`src/rtl/mem_tg_axi_gen.sv`:
```
// AXI4 memory traffic generator/checker: write, read-check and write-then-verify over one channel.
// Optional `MEM_TG_ERR_INJECT_EN adds an err_inject port that corrupts bit 0 of the next written beat.
module mem_tg_axi_gen #(
  parameter int ADDR_W          = 32,
  parameter int DATA_W          = 512,
  parameter int ID_W            = 8,
  parameter int MAX_OUTSTANDING = 8,
  parameter int CNT_W           = 32,
  parameter int TIMEOUT_CYC     = 65536
) (
  input  logic                clk,
  input  logic                rst_n,
  input  logic                cfg_start,
  input  logic [1:0]          cfg_mode,
  input  logic [ADDR_W-1:0]   cfg_base_addr,
  input  logic [CNT_W-1:0]    cfg_num_bursts,
  input  logic [7:0]          cfg_burst_len,
  input  logic [31:0]         cfg_seed,
`ifdef MEM_TG_ERR_INJECT_EN
  input  logic                err_inject,
`endif
  output logic                busy,
  output logic                pass,
  output logic                fail,
  output logic                timeout,
  output logic [63:0]         clock_count,
  output logic [CNT_W-1:0]    err_count,
  output logic [ADDR_W-1:0]   first_err_addr,
  output logic [ID_W-1:0]     awid,
  output logic [ADDR_W-1:0]   awaddr,
  output logic [7:0]          awlen,
  output logic [2:0]          awsize,
  output logic [1:0]          awburst,
  output logic                awlock,
  output logic [3:0]          awcache,
  output logic [2:0]          awprot,
  output logic                awuser,
  output logic                awvalid,
  input  logic                awready,
  output logic [DATA_W-1:0]   wdata,
  output logic [DATA_W/8-1:0] wstrb,
  output logic                wlast,
  output logic                wvalid,
  input  logic                wready,
  input  logic [ID_W-1:0]     bid,
  input  logic [1:0]          bresp,
  input  logic                bvalid,
  output logic                bready,
  output logic [ID_W-1:0]     arid,
  output logic [ADDR_W-1:0]   araddr,
  output logic [7:0]          arlen,
  output logic [2:0]          arsize,
  output logic [1:0]          arburst,
  output logic                arlock,
  output logic [3:0]          arcache,
  output logic [2:0]          arprot,
  output logic                aruser,
  output logic                arvalid,
  input  logic                arready,
  input  logic [ID_W-1:0]     rid,
  input  logic [DATA_W-1:0]   rdata,
  input  logic [1:0]          rresp,
  input  logic                rlast,
  input  logic                rvalid,
  output logic                rready
);

  localparam int SZ    = $clog2(DATA_W / 8);
  localparam int OUT_W = $clog2(MAX_OUTSTANDING + 1) + 1;
  localparam int TO_W  = $clog2(TIMEOUT_CYC + 1);

  typedef enum logic [2:0] {IDLE, WR, WR_DRAIN, RD, DONE} state_t;
  state_t state;

  logic [1:0]        mode_q;
  logic [ADDR_W-1:0] base_q, stride_q, r_addr;
  logic [CNT_W-1:0]  num_q, aw_cnt, w_burst, b_cnt, ar_cnt, r_burst;
  logic [7:0]        len_q, w_beat, r_beat;
  logic [31:0]       seed_q, w_j, r_jbase;
  logic [OUT_W-1:0]  out_cnt;
  logic [TO_W-1:0]   to_cnt;
  logic              err_seen;
  logic              inj_bit;

  function automatic logic [DATA_W-1:0] pat(input logic [31:0] v);
    return {(DATA_W/32){v}};
  endfunction

  assign awid    = '0;
  assign awlen   = len_q;
  assign awsize  = 3'(SZ);
  assign awburst = 2'b01;
  assign awlock  = 1'b0;
  assign awcache = 4'd0;
  assign awprot  = 3'd0;
  assign awuser  = 1'b0;
  assign wstrb   = '1;
  assign arid    = '0;
  assign arlen   = len_q;
  assign arsize  = 3'(SZ);
  assign arburst = 2'b01;
  assign arlock  = 1'b0;
  assign arcache = 4'd0;
  assign arprot  = 3'd0;
  assign aruser  = 1'b0;

  logic unused_ids;
  assign unused_ids = ^{bid, rid};

  logic aw_hs, w_hs, b_hs, ar_hs, r_hs, any_hs;
  assign aw_hs  = awvalid && awready;
  assign w_hs   = wvalid && wready;
  assign b_hs   = bvalid && bready;
  assign ar_hs  = arvalid && arready;
  assign r_hs   = rvalid && rready;
  assign any_hs = aw_hs || w_hs || b_hs || ar_hs || r_hs;

  logic [ADDR_W-1:0] stride_in;
  assign stride_in = (ADDR_W'(cfg_burst_len) + ADDR_W'(1)) << SZ;

  // A misplaced or missing rlast is one error for that beat, not a data error on top.
  logic [DATA_W-1:0] r_exp;
  logic              r_bad, b_bad, fail_now;
  assign r_exp    = pat(seed_q + r_jbase + 32'(r_beat));
  assign r_bad    = r_hs && ((rdata != r_exp) || (rresp != 2'b00) || (rlast != (r_beat == len_q)));
  assign b_bad    = b_hs && (bresp != 2'b00);
  assign fail_now = fail || r_bad || b_bad;

  logic [CNT_W-1:0] err_inc, ar_cnt_nxt;
  logic [OUT_W-1:0] out_nxt;
  logic [7:0]       w_beat_nxt;
  logic             w_last_acc, b_done, r_done;
  assign err_inc    = err_count + CNT_W'(err_count != '1);
  assign ar_cnt_nxt = ar_cnt + CNT_W'(ar_hs);
  assign out_nxt    = out_cnt + OUT_W'(ar_hs) - OUT_W'(r_hs && rlast);
  assign w_beat_nxt = wlast ? 8'd0 : w_beat + 8'd1;
  assign w_last_acc = w_hs && wlast && (w_burst == num_q - CNT_W'(1));
  assign b_done     = (b_cnt + CNT_W'(b_hs)) == num_q;
  assign r_done     = r_hs && rlast && (r_burst == num_q - CNT_W'(1));

`ifdef MEM_TG_ERR_INJECT_EN
  logic inj_armed;
  assign inj_bit = inj_armed;
`else
  assign inj_bit = 1'b0;
`endif

  logic [DATA_W-1:0] w_pat_start, w_pat_next;
  assign w_pat_start = pat(cfg_seed) ^ DATA_W'(inj_bit);
  assign w_pat_next  = pat(seed_q + w_j + 32'd1) ^ DATA_W'(inj_bit);

  logic go_wr, w_load;
  assign go_wr  = (state == IDLE || state == DONE) && cfg_start &&
                  (cfg_num_bursts != '0) && (cfg_mode != 2'd1);
  assign w_load = go_wr || (state == WR && w_hs && !w_last_acc);

  always_ff @(posedge clk or negedge rst_n) begin
    if (!rst_n) begin
      state <= IDLE;
      mode_q <= '0; base_q <= '0; stride_q <= '0; num_q <= '0; len_q <= '0; seed_q <= '0;
      busy <= 1'b0; pass <= 1'b0; fail <= 1'b0; timeout <= 1'b0;
      clock_count <= '0; err_count <= '0; first_err_addr <= '0; err_seen <= 1'b0;
      aw_cnt <= '0; w_burst <= '0; b_cnt <= '0; ar_cnt <= '0; r_burst <= '0;
      w_beat <= '0; r_beat <= '0; w_j <= '0; r_jbase <= '0; r_addr <= '0;
      out_cnt <= '0; to_cnt <= '0;
      awaddr <= '0; awvalid <= 1'b0; wdata <= '0; wlast <= 1'b0; wvalid <= 1'b0;
      bready <= 1'b0; araddr <= '0; arvalid <= 1'b0; rready <= 1'b0;
`ifdef MEM_TG_ERR_INJECT_EN
      inj_armed <= 1'b0;
`endif
    end else begin
      if (busy) begin
        clock_count <= clock_count + 64'd1;
        to_cnt      <= any_hs ? '0 : to_cnt + TO_W'(1);
      end
      if (r_bad || b_bad) begin
        err_count <= err_inc;
        fail      <= 1'b1;
      end
      if (r_bad && !err_seen) begin
        first_err_addr <= r_addr;
        err_seen       <= 1'b1;
      end

      case (state)
        IDLE, DONE: begin
          if (cfg_start) begin
            mode_q <= cfg_mode; base_q <= cfg_base_addr; stride_q <= stride_in;
            num_q <= cfg_num_bursts; len_q <= cfg_burst_len; seed_q <= cfg_seed;
            pass <= 1'b0; fail <= 1'b0; timeout <= 1'b0;
            clock_count <= '0; err_count <= '0; first_err_addr <= '0; err_seen <= 1'b0;
            aw_cnt <= '0; w_burst <= '0; b_cnt <= '0; ar_cnt <= '0; r_burst <= '0;
            w_beat <= '0; r_beat <= '0; w_j <= '0; r_jbase <= '0; r_addr <= cfg_base_addr;
            out_cnt <= '0; to_cnt <= '0;
            awaddr <= cfg_base_addr; araddr <= cfg_base_addr;
            if (cfg_num_bursts == '0) begin
              state <= DONE;
              pass  <= 1'b1;
            end else if (cfg_mode == 2'd1) begin
              state <= RD; busy <= 1'b1; arvalid <= 1'b1; rready <= 1'b1;
            end else begin
              state <= WR; busy <= 1'b1; awvalid <= 1'b1; wvalid <= 1'b1; bready <= 1'b1;
              wdata <= w_pat_start;
              wlast <= (cfg_burst_len == 8'd0);
            end
          end
        end

        WR, WR_DRAIN: begin
          if (aw_hs) begin
            aw_cnt  <= aw_cnt + CNT_W'(1);
            awaddr  <= awaddr + stride_q;
            awvalid <= (aw_cnt + CNT_W'(1)) != num_q;
          end
          if (b_hs) b_cnt <= b_cnt + CNT_W'(1);
          if (state == WR && w_hs) begin
            w_j <= w_j + 32'd1;
            if (w_last_acc) begin
              wvalid <= 1'b0;
              wlast  <= 1'b0;
              state  <= WR_DRAIN;
            end else begin
              wdata  <= w_pat_next;
              w_beat <= w_beat_nxt;
              wlast  <= (w_beat_nxt == len_q);
              if (wlast) w_burst <= w_burst + CNT_W'(1);
            end
          end
          if (state == WR_DRAIN && b_done) begin
            bready <= 1'b0;
            if (mode_q == 2'd0) begin
              state <= DONE; busy <= 1'b0; pass <= !fail_now;
            end else begin
              state <= RD; arvalid <= 1'b1; rready <= 1'b1; araddr <= base_q;
            end
          end
        end

        RD: begin
          if (ar_hs) begin
            ar_cnt <= ar_cnt_nxt;
            araddr <= araddr + stride_q;
          end
          arvalid <= (ar_cnt_nxt != num_q) && (out_nxt < OUT_W'(MAX_OUTSTANDING));
          out_cnt <= out_nxt;
          if (r_hs) begin
            if (rlast) begin
              r_burst <= r_burst + CNT_W'(1);
              r_beat  <= 8'd0;
              r_jbase <= r_jbase + 32'(len_q) + 32'd1;
              r_addr  <= r_addr + stride_q;
            end else begin
              r_beat <= r_beat + 8'd1;
            end
          end
          if (r_done) begin
            state <= DONE; busy <= 1'b0; pass <= !fail_now;
            arvalid <= 1'b0; rready <= 1'b0;
          end
        end

        default: state <= IDLE;
      endcase

      // Timeout abandons everything in flight; later assignments override the state case above.
      if (busy && !any_hs && to_cnt == TO_W'(TIMEOUT_CYC - 1)) begin
        state <= DONE; busy <= 1'b0; pass <= 1'b0; fail <= 1'b1; timeout <= 1'b1;
        awvalid <= 1'b0; wvalid <= 1'b0; wlast <= 1'b0; bready <= 1'b0;
        arvalid <= 1'b0; rready <= 1'b0;
      end

`ifdef MEM_TG_ERR_INJECT_EN
      if (w_load) inj_armed <= 1'b0;
      if (err_inject) inj_armed <= 1'b1;
`endif
    end
  end

  logic unused_load;
  assign unused_load = w_load;

endmodule

```
`config.mk`:
```
export PLATFORM = sky130hd
export DESIGN_NAME = mem_tg_axi_gen
export DESIGN_NICKNAME = d
export VERILOG_FILES = /design/src/rtl/mem_tg_axi_gen.sv
export SDC_FILE = /design/constraint.sdc
export NUM_CORES = 2
export LEC_CHECK = 0
export ABC_CLOCK_PERIOD_IN_PS = 5600
export CORE_AREA = 3 3 571 573
export DETAILED_ROUTE_END_ITERATION = 8
export DIE_AREA = 0 0 574 576
export SLEW_MARGIN = 40
export SYNTH_ARGS = -nofsm -noshare
export SYNTH_HDL_FRONTEND = slang
export SYNTH_SLANG_ARGS = --single-unit
```
`constraint.sdc`:
```
create_clock -name clk -period 5.6 [get_ports clk]
set_clock_uncertainty 0.1 [all_clocks]
set_input_delay 1.12 -clock clk [delete_from_list [all_inputs] [get_ports clk]]
set_output_delay 1.12 -clock clk [all_outputs]
set_load 0.005 [all_outputs]
```
==> results.toml <==
[pwr]
power.density_nw_per_um2 = 427
p_leak_uw = 0.0286
peakVddDrop_v = 0.000285

[die]
coreArea_um2 = 321000
fp.dieW_um = 574
die_h_um = 576
dieArea_um2 = 331000
initial_core_util = 0.156
io_pins = 1485
rows = 208

[detailed_routing]
antenna_left = 0
drt_iter0_drc = 4153
routed_via_density = 4.36
drc = 0
drt_wl_total_mm = 270
vias = 50800
drtPass1Iterations = 6
wire_per_inst_um = 23.2

[placed_design]
placed_area_um2 = 66800
portBuffers = 1360
place_congestion = 0.990
place_ws_ns = -0.735
dp_hpwl_mm = 220

[sta]
hold-worst-slack_ns = 0.166
min_period_ns = 5.66
hold_violations = 0
tightest_slew_ns = 0.866
slew_headroom = 0.422
report.final.slew_viol_count = 0
layout_setup_ws_ns = -0.0552
grt_setup_unrepaired = "yes"
clock.fmax_ghz = 0.177
timing.final.crit_share = 1.01
setup_viol = 10

[setup_path]
rrSetupSlack_ns = -0.06
crit_fanout = 7
end_kind = "flip-flop"
cp_cell_sequence = "inv_2, fa_1, inv_1, ha_2, inv_2, fa_2, nand2b_4, a21oi_4, or3_4, a21oi_4, xor2_2, or4_4, a2111oi_4, buf_4, o2111ai_4, or4_4, nor4_4, buf_12, o21ai_4, o31a_1, o31ai_2"
max_stage_delay_ns = 0.59
crit_slowest_cell = "or4_4"
crit_arrival_ns = 6.16
crit_required_ns = 6.11
start_kind = "flip-flop"
worstSetupPathType = "flip-flop to flip-flop"

[yosys]
yosys.area.top_type = "dfrtp_1"
synth_xor_area_frac = 0.0920
ys_types = 104
ys_seq_area_frac = 0.323
ys.flop_type = "dfrtp_1"
async_flop_share = 1.00
synth_fa_ha_area_frac = 0.0417
synth_compound_area_frac = 0.142
yosys.area_share.simple = 0.252
synth_edf_count = 0
synth_common_cells = "nand2_1, dfrtp_1, buf_4"
yosysMostFrequentCell = "nand2_1"
yosysWarnings = 0
yosys.area.top_type_share = 0.323
netlist_top_cells_area = "dfrtp_1, buf_4, nand2_1, xnor2_1, nor2_1"
ys_ff_latch = 647
muxShareOfSynthArea = 0.0290
synth_area_per_cell_um2 = 8.13
synth_area_um2 = 50100
synth_top_family_by_area = "simple AND/OR/NAND/NOR gates"
netlist_instances = 6166

[run_status]
status = "complete, but fails checks"
violations = "negative setup slack"

[worst_hold_path]
hold_class = "input pin to async pin"

[finish]
fin_nets = 8007
seqCellArea_um2 = 16200
syn2layout_area_growth_pct = 41.1
fill_cells = 35500
fin_area_um2 = 70700
multiInputGateArea_um2 = 28900
layout-drive-gt1-share = 0.0949

[clocking]
insertion_delay_ns = 0.71
cts_tree = "done"
clk_path_buf_depth = 3
cts_buffers = 86
cts_root_buffer = "clkbuf_16"
cts_hold_buf = 0
h-tree-depth = 3
clock_sinks = 647
path_clk_slew_ns = 0.06

[run]
drv_cap = 0

[grt]
grt_overflow = 0
grt_usage = 0.155
grt_pass1_wl_mm = 373
grt_max_degree = 139
antenna_found_initial = 107
first_global_vias = 47700
-- final timing paths --
kind                                start               to  cells past startpoint
worst max-delay path            seed_q[1]             pass                     21
worst min-delay path                rst_n  clock_count[40]                      1
worst max register to register  seed_q[1]             pass                     21
worst min register to register  base_q[4]        base_q[4]                      2
max in group asynchronous           rst_n       wdata[492]                      3
min in group clk                base_q[4]        base_q[4]                      2
-- final cells by class --
class	count	share of cell area
Multi-Input combinational cell	4642	0.408
Timing Repair Buffer	1714	0.237
Sequential cell	647	0.230
Tap cell	4305	0.0762
Clock buffer	117	0.0342
Clock inverter	38	0.00708
Inverter	111	0.00589
Antenna cell	60	0.00212
-- cell families after synthesis --
| family | Yosys count |
|---|---|
| simple gates | 2605 |
| compound gates | 1114 |
| buf+inv | 984 |
| flops | 647 |
| xor+xnor | 513 |
| fa+ha+maj | 158 |
| mux | 143 |
| other cells | 2 |
-- worst max-delay path, delay by kind of cell (launching register included) --
kind / cells / cell delay [ns]
xor+xnor: 1 / 0.11
flops: 1 / 0.37
compound gates: 7 / 1.45
buf+inv: 5 / 0.53
simple gates: 5 / 2.05
fa+ha+maj: 3 / 0.94
-- flip-flops by register name, indices dropped and copies added, names as in the netlist, 32 cells and up --
signal          cells
w_burst            32
wdata              32
r_addr             32
aw_cnt             32
err_count          32
num_q              32
base_q             32
awaddr             32
w_j                32
r_burst            32
r_jbase            32
ar_cnt             32
clock_count        64
seed_q             32
b_cnt              32
araddr             32
first_err_addr     32
-- layer usage --
metal  global-route usage  part of all wire  wire length, um
met5                    0            0.0010              272
met4               0.0615             0.044            12000
met3               0.0381             0.080            21600
met2                0.255              0.46           125000
met1                0.194              0.41           111000
-- stage by stage --
stage           util  total power (uW)  std cells  TNS (ns)
3_3_place_gp   0.208             24100      11400    -48.13
5_1_grt        0.220             32100      11600    -11.94
2_1_floorplan      -             16600       6272         0
6_report       0.220             30200      11600    -0.145
3_5_place_dp   0.208             24300      11400    -48.17
4_1_cts        0.218             30400      11600   -0.0298
-- repair_timing --
action                     in CTS  in global routing
setup endpoints to repair      67                 67
gates resized for setup        53                 51
cloned                          0                  7
pin swaps                      32                 27
setup buffers                  14                 10
-- cells in the final DEF, fill, tap and decap left out, drive strengths merged, types with 21 or more instances in the layout --
cell / instances
a211oi: 22
a21o: 33
a21oi: 269
a31oi: 55
and2: 49
and3: 135
and4: 46
buf: 350
clkbuf: 122
clkdlybuf4s50: 1359
clkinv: 21
conb: 108
dfrtp: 647
diode: 60
ha: 143
inv: 117
mux2i: 126
nand2: 839
nand2b: 40
nand3: 242
nand4: 191
nor2: 583
nor2b: 27
nor3: 136
nor4: 135
o21a: 22
o21ai: 383
o22ai: 26
o31ai: 43
or3: 74
or4: 48
xnor2: 266
xor2: 239
-- power breakdown --
group | internal (uW) | switching [uW]
clock network | 3380 | 2420
logic | 7920 | 8450
registers | 5770 | 2240
total | 17100 | 13100
Note: power is estimated with default switching activity, not from simulation.
